==> src/rtl/wb_pkg.sv <==
// Shared Wishbone host definitions: bus widths, FSM state encoding and a
// helper for sizing the bus timeout counter.
package wb_pkg;

  localparam int unsigned WB_ADR_W = 32;
  localparam int unsigned WB_DAT_W = 32;
  localparam int unsigned WB_SEL_W = 4;

  typedef enum logic [1:0] {
    StIdle = 2'd0,
    StBus  = 2'd1,
    StResp = 2'd2
  } wb_state_e;

  // Width needed to count 0..limit, never narrower than one bit.
  function automatic int unsigned ctr_width(int unsigned limit);
    int unsigned w;
    w = $clog2(limit + 1);
    return (w < 1) ? 1 : w;
  endfunction

endpackage

==> src/rtl/wbm_timeout_ctr.sv <==
// Bus-cycle counter for the Wishbone host: cleared when a transfer starts,
// counts every cycle the bus is held, flags expiry on the last allowed cycle.
module wbm_timeout_ctr
  import wb_pkg::*;
#(
  parameter int unsigned TIMEOUT_CYCLES = 255
) (
  input  logic clk_i,
  input  logic rst_i,
  input  logic clear_i,
  input  logic enable_i,
  output logic expired_o
);

  localparam int unsigned   CntW      = ctr_width(TIMEOUT_CYCLES);
  localparam bit            TimeoutEn = (TIMEOUT_CYCLES != 0);
  localparam logic [CntW-1:0] Limit   = CntW'(TIMEOUT_CYCLES - 1);

  logic [CntW-1:0] count_q, count_d;

  // Expiry only exists when a non-zero limit is configured.
  assign expired_o = TimeoutEn && (count_q == Limit);

  // Next count: clear wins; increment stops at the limit so it never wraps.
  always_comb begin
    count_d = count_q;
    if (clear_i) begin
      count_d = '0;
    end else if (enable_i && TimeoutEn && !expired_o) begin
      count_d = count_q + 1'b1;
    end
  end

  // Count register.
  always_ff @(posedge clk_i or posedge rst_i) begin
    if (rst_i) begin
      count_q <= '0;
    end else begin
      count_q <= count_d;
    end
  end

endmodule

==> src/rtl/wb_host_initiator.sv <==
// Wishbone classic single-transfer initiator. Turns a valid/ready command into
// one registered Wishbone read or write and returns a valid/ready response,
// reporting an error if the slave does not acknowledge in time.
module wb_host_initiator
  import wb_pkg::*;
#(
  parameter int unsigned TIMEOUT_CYCLES = 255
) (
  input  logic                wb_clk_i,
  input  logic                wb_rst_i,
  input  logic                cmd_valid,
  output logic                cmd_ready,
  input  logic                cmd_we,
  input  logic [WB_ADR_W-1:0] cmd_adr,
  input  logic [WB_DAT_W-1:0] cmd_dat,
  input  logic [WB_SEL_W-1:0] cmd_sel,
  output logic                rsp_valid,
  input  logic                rsp_ready,
  output logic [WB_DAT_W-1:0] rsp_dat,
  output logic                rsp_err,
  output logic                wbm_cyc_o,
  output logic                wbm_stb_o,
  output logic                wbm_we_o,
  output logic [WB_SEL_W-1:0] wbm_sel_o,
  output logic [WB_ADR_W-1:0] wbm_adr_o,
  output logic [WB_DAT_W-1:0] wbm_dat_o,
  input  logic                wbm_ack_i,
  input  logic [WB_DAT_W-1:0] wbm_dat_i
);

  wb_state_e           state_q, state_d;
  logic                cyc_d, stb_d, we_d;
  logic [WB_SEL_W-1:0] sel_d;
  logic [WB_ADR_W-1:0] adr_d;
  logic [WB_DAT_W-1:0] dat_d;
  logic                rsp_valid_d, rsp_err_d;
  logic [WB_DAT_W-1:0] rsp_dat_d;
  logic                ctr_clear, ctr_enable, ctr_expired;

  // Reset is folded in so no command can be accepted while it is asserted.
  assign cmd_ready = (state_q == StIdle) & ~wb_rst_i;

  wbm_timeout_ctr #(
    .TIMEOUT_CYCLES(TIMEOUT_CYCLES)
  ) u_timeout_ctr (
    .clk_i    (wb_clk_i),
    .rst_i    (wb_rst_i),
    .clear_i  (ctr_clear),
    .enable_i (ctr_enable),
    .expired_o(ctr_expired)
  );

  // Next-state and next-output logic; every register holds unless changed.
  always_comb begin
    state_d     = state_q;
    cyc_d       = wbm_cyc_o;
    stb_d       = wbm_stb_o;
    we_d        = wbm_we_o;
    sel_d       = wbm_sel_o;
    adr_d       = wbm_adr_o;
    dat_d       = wbm_dat_o;
    rsp_valid_d = rsp_valid;
    rsp_dat_d   = rsp_dat;
    rsp_err_d   = rsp_err;
    ctr_clear   = 1'b0;
    ctr_enable  = 1'b0;
    unique case (state_q)
      StIdle: begin
        if (cmd_valid && cmd_ready) begin
          we_d      = cmd_we;
          adr_d     = cmd_adr;
          dat_d     = cmd_dat;
          sel_d     = cmd_sel;
          cyc_d     = 1'b1;
          stb_d     = 1'b1;
          ctr_clear = 1'b1;
          state_d   = StBus;
        end
      end
      StBus: begin
        ctr_enable = 1'b1;
        // Ack takes priority over a coincident timeout.
        if (wbm_ack_i) begin
          cyc_d       = 1'b0;
          stb_d       = 1'b0;
          rsp_dat_d   = wbm_we_o ? '0 : wbm_dat_i;
          rsp_err_d   = 1'b0;
          rsp_valid_d = 1'b1;
          state_d     = StResp;
        end else if (ctr_expired) begin
          cyc_d       = 1'b0;
          stb_d       = 1'b0;
          rsp_dat_d   = '0;
          rsp_err_d   = 1'b1;
          rsp_valid_d = 1'b1;
          state_d     = StResp;
        end
      end
      StResp: begin
        // rsp_dat/rsp_err keep their values after the handshake.
        if (rsp_ready) begin
          rsp_valid_d = 1'b0;
          state_d     = StIdle;
        end
      end
      default: state_d = StIdle;
    endcase
  end

  // State and registered outputs; reset drops the bus asynchronously.
  always_ff @(posedge wb_clk_i or posedge wb_rst_i) begin
    if (wb_rst_i) begin
      state_q   <= StIdle;
      wbm_cyc_o <= 1'b0;
      wbm_stb_o <= 1'b0;
      wbm_we_o  <= 1'b0;
      wbm_sel_o <= '0;
      wbm_adr_o <= '0;
      wbm_dat_o <= '0;
      rsp_valid <= 1'b0;
      rsp_dat   <= '0;
      rsp_err   <= 1'b0;
    end else begin
      state_q   <= state_d;
      wbm_cyc_o <= cyc_d;
      wbm_stb_o <= stb_d;
      wbm_we_o  <= we_d;
      wbm_sel_o <= sel_d;
      wbm_adr_o <= adr_d;
      wbm_dat_o <= dat_d;
      rsp_valid <= rsp_valid_d;
      rsp_dat   <= rsp_dat_d;
      rsp_err   <= rsp_err_d;
    end
  end

endmodule

==> config.mk <==
export PLATFORM = sky130hd
export DESIGN_NAME = wb_host_initiator
export DESIGN_NICKNAME = d
export VERILOG_FILES = /design/src/rtl/wb_pkg.sv /design/src/rtl/wbm_timeout_ctr.sv /design/src/rtl/wb_host_initiator.sv
export SDC_FILE = /design/constraint.sdc
export NUM_CORES = 1
export LEC_CHECK = 0
export ABC_AREA = 0
export CELL_PAD_IN_SITES_DETAIL_PLACEMENT = 0
export CELL_PAD_IN_SITES_GLOBAL_PLACEMENT = 1
export CORE_MARGIN = 4
export CORE_UTILIZATION = 30
export CTS_CLUSTER_SIZE = 40
export DETAILED_ROUTE_END_ITERATION = 16
export PLACE_DENSITY_LB_ADDON = 0.1
export SYNTH_ARGS = -nofsm -noshare
export SYNTH_HDL_FRONTEND = slang
export SYNTH_SLANG_ARGS = --single-unit
==> constraint.sdc <==
create_clock -name wb_clk_i -period 5.2 [get_ports wb_clk_i]
set_input_delay 1.56 -clock wb_clk_i [delete_from_list [all_inputs] [get_ports wb_clk_i]]
set_output_delay 1.56 -clock wb_clk_i [all_outputs]
set_load 0.01 [all_outputs]
==> impl_metrics.py <==
metrics = {
    "yosys": {
        "syn_nets": 575,
        "ys_types": 40,
        "syn_inst": 467,
        "synth_xor_xnor_area_share_pct": 0,
        "yosys_most_used_dff": "dfrtp_1",
        "synthMuxAreaShare_pct": 0.8386,
        "avgSynthCellArea_um2": 10.22,
        "synth_top_family_by_area": "simple AND/OR/NAND/NOR gates",
        "yosysTopAreaCell": "dfrtp_1",
        "synth_fa_ha_area_share_pct": 0.5241,
        "synth_edf_count": 0,
        "synth.yosys.seq_area_share_pct": 59.75,
        "netlist_area_um2": 4775,
        "synthTopCellsByArea": "dfrtp_1 60%, nand2_1 17%, a221o_1 6.5%",
        "async_flop_share_pct": 100.0,
        "yosysWarningCount": 0,
        "synth-compound-area-share_pct": 9.198,
        "yosysTopAreaCellShare_pct": 59.75,
        "yosys.area_share.simple_pct": 25.39,
        "ys_ff_latch": 114,
    },
    "clocking": {
        "clock_sinks": 114,
        "cts_tree": "yes",
        "clockRootBuffer": "clkbuf_16",
        "insertion_delay_ns": 0.41,
        "numCtsBuffers": 17,
        "cts_hold_buf": 0,
        "cts_buffer_depth": 2,
        "cts_resized": 0,
        "clk_pin_slew_ns": 0.05,
        "h-tree-depth": 4,
        "cts_setup_buffers": 0,
    },
    "global_routing": {
        "antenna_found_initial": 0,
        "grt_max_degree": 75,
        "grt_pass1_wl_um": 21850,
        "grt_util_all_layers_pct": 15.48,
        "grt.overflow.total": 0,
        "grt_pass1_vias": 4110,
    },
    "worst_setup_path": {
        "critPathKind": "in2out",
        "start_kind": "input port",
        "reg2reg_depth": 5,
        "slowest_stage": "clkdlybuf4s50_1",
        "slowest_delay_ns": 0.57,
        "cp-end-kind": "output pin",
        "cp.required_ns": 3.64,
        "critPathArrivalTime_ns": 2.90,
        "crit_fanout": 4,
        "r2r_slack_ns": 2.95,
        "rr_startpoint": "u_timeout_ctr.count_q[0]$_DFFE_PP0P_",
        "cpMostUsedCell": "clkdlybuf4s50_1",
        "reg2reg_to": "rsp_valid$_DFFE_PP0P_",
        "crit_chain": "clkdlybuf4s50_1 > nor3_1 > clkdlybuf4s50_1",
    },
    "job": {
        "cap_violations": 0,
    },
    "worst_hold_path": {
        "holdPathStages": 2,
        "hold_start": "wbm_dat_o[10]$_DFFE_PP0P_",
        "hp-class": "reg2reg",
        "whs_endpoint": "wbm_dat_o[10]$_DFFE_PP0P_",
    },
    "cells_and_area": {
        "final_nets": 785,
        "multi_input_area_um2": 1732,
        "antenna_cells": 0,
        "fin_util_pct": 49.48,
        "register_area_um2": 2853,
        "syn_to_final_growth_pct": 59.28,
        "drive_gt1_share_pct": 6.531,
        "fillers": 1397,
    },
    "timing": {
        "slew_violations": 0,
        "post-route-period-util_pct": 85.67,
        "clock_skew_ns": 0.01127,
        "finalHoldViolCount": 0,
        "fmax_mhz": 224.5,
        "fin_crit_ns": 4.455,
        "tightest_slew_ns": 1.062,
        "setup_tns_ns": 0,
        "setup_viol_count_final": 0,
        "slew_headroom_pct": 29.17,
        "grt_setup_unrepaired": "no",
    },
    "detailed_routing": {
        "wirelength_um": 13700,
        "drc": 0,
        "wl_per_cell_um": 15.22,
        "first_iter_violations": 201,
        "firstDrtPassIters": 4,
        "avgViaCountPerCell": 4.519,
        "num_vias": 4067,
        "ant_nets": 0,
    },
    "placement": {
        "gp_congestion": 0.7598,
        "dp_hpwl_um": 9218,
        "io_buffer_count": 211,
    },
    "pwr": {
        "power.leakage_uw": 0.003413,
        "peakVddDrop_uv": 205.9,
        "powerDensity_nw_per_um2": 498.9,
        "p_total_uw": 3794,
    },
    "floorplanning": {
        "initial_core_util_pct": 31.06,
        "num_rows": 45,
        "core_area_um2": 15370,
        "die_w_um": 134.2,
        "die_area_um2": 18000,
        "ios": 212,
        "die_y_um": 134.2,
    },
    "status": {
        "outcome": "finished clean",
    },
}
[worst max-delay path by stage]
stage | start | endpoint | slack [ns] | cells past startpoint
after floorplan | wb_rst_i | rsp_dat[0]$_DFFE_PP0P_ | 0.62 | 1
after global placement | wb_rst_i | cmd_ready | 0.75 | 3
after detailed placement | wb_rst_i | cmd_ready | 0.76 | 3
after CTS | wb_rst_i | cmd_ready | 0.74 | 3
after global routing | wb_rst_i | cmd_ready | 0.65 | 3
final | wb_rst_i | cmd_ready | 0.74 | 3
[report_power, final]
part	switching [uW]	leakage, uW	internal, uW
sequential	198	0.00135	1180
combinational	540	0.00177	758
clock	386	0.000294	731
[stage by stage]
| stage | setup WS (ns) | cells | hold WS [ns] | area, um^2 |
|---|---|---|---|---|
| after floorplan | 0.6243 | 467 | 0.5065 | 4775 |
| after global placement | 0.7455 | 869 | 0.4568 | 7023 |
| after detailed placement | 0.7590 | 869 | 0.4611 | 7023 |
| after CTS | 0.7405 | 900 | 0.4742 | 7605 |
| after global routing | 0.6509 | 900 | 0.4919 | 7605 |
| final | 0.7450 | 900 | 0.4696 | 7605 |
[layout make-up]
class / instances / share of cell area [%]
inverter: 2 / 0.1316
timing repair buffer: 218 / 28.46
sequential: 114 / 37.51
tap: 211 / 3.472
multi-input combinational: 324 / 22.77
clock inverter: 3 / 0.1974
clock buffer: 28 / 7.453
[flip-flops by register name, summed over array words and instances, names as in the netlist, 2 cells and up]
name,count
u_timeout_ctr.count_q,8
wbm_sel_o,4
wbm_dat_o,32
state_q,2
wbm_adr_o,32
rsp_dat,32
[critical path, delay by kind of cell]
family        cells  cell delay [ns]
simple gates      1             0.24
buf+inv           2             1.09
[layout by cell type (no fill, tap or decap), types with 3 or more instances in the layout]
cell,n
clkbuf_16,17
and2_0,6
nor3_1,6
clkbuf_8,10
mux2i_1,4
clkdlybuf4s50_1,211
clkinv_2,3
dfrtp_1,114
a221o_1,31
and2_1,27
buf_4,7
nand2_1,212
[cell usage after synthesis (all sizes together) (2+ instances only)]
| cell | instances |
|---|---|
| buf | 23 |
| a221o | 31 |
| nand3b | 2 |
| and2 | 33 |
| dfrtp | 114 |
| nand2b | 2 |
| a21oi | 2 |
| mux2i | 4 |
| inv | 2 |
| and3b | 2 |
| nand3 | 2 |
| nand2 | 212 |
| clkbuf | 4 |
| nand4 | 2 |
| a41oi | 2 |
| o21ai | 2 |
| and3 | 2 |
| nor3 | 6 |
| nor4b | 3 |
| ha | 2 |
[cells by family after synthesis]
logic type,Yosys count
adder cells (fa/ha/maj),2
AO/OA/AOI/OAI,46
flip-flops,114
AND/OR/NAND/NOR,272
multiplexers,4
buffers and inverters,29
[layer usage]
metal	track usage, %	part of all wire [%]	vias up
li1	-	-	1973
met1	19.75	44	1941
met2	24.20	47	144
met3	6.264	7.8	9
met4	4.921	1.1	0
met5	0	0	-
(Power assumes the default switching activity.)
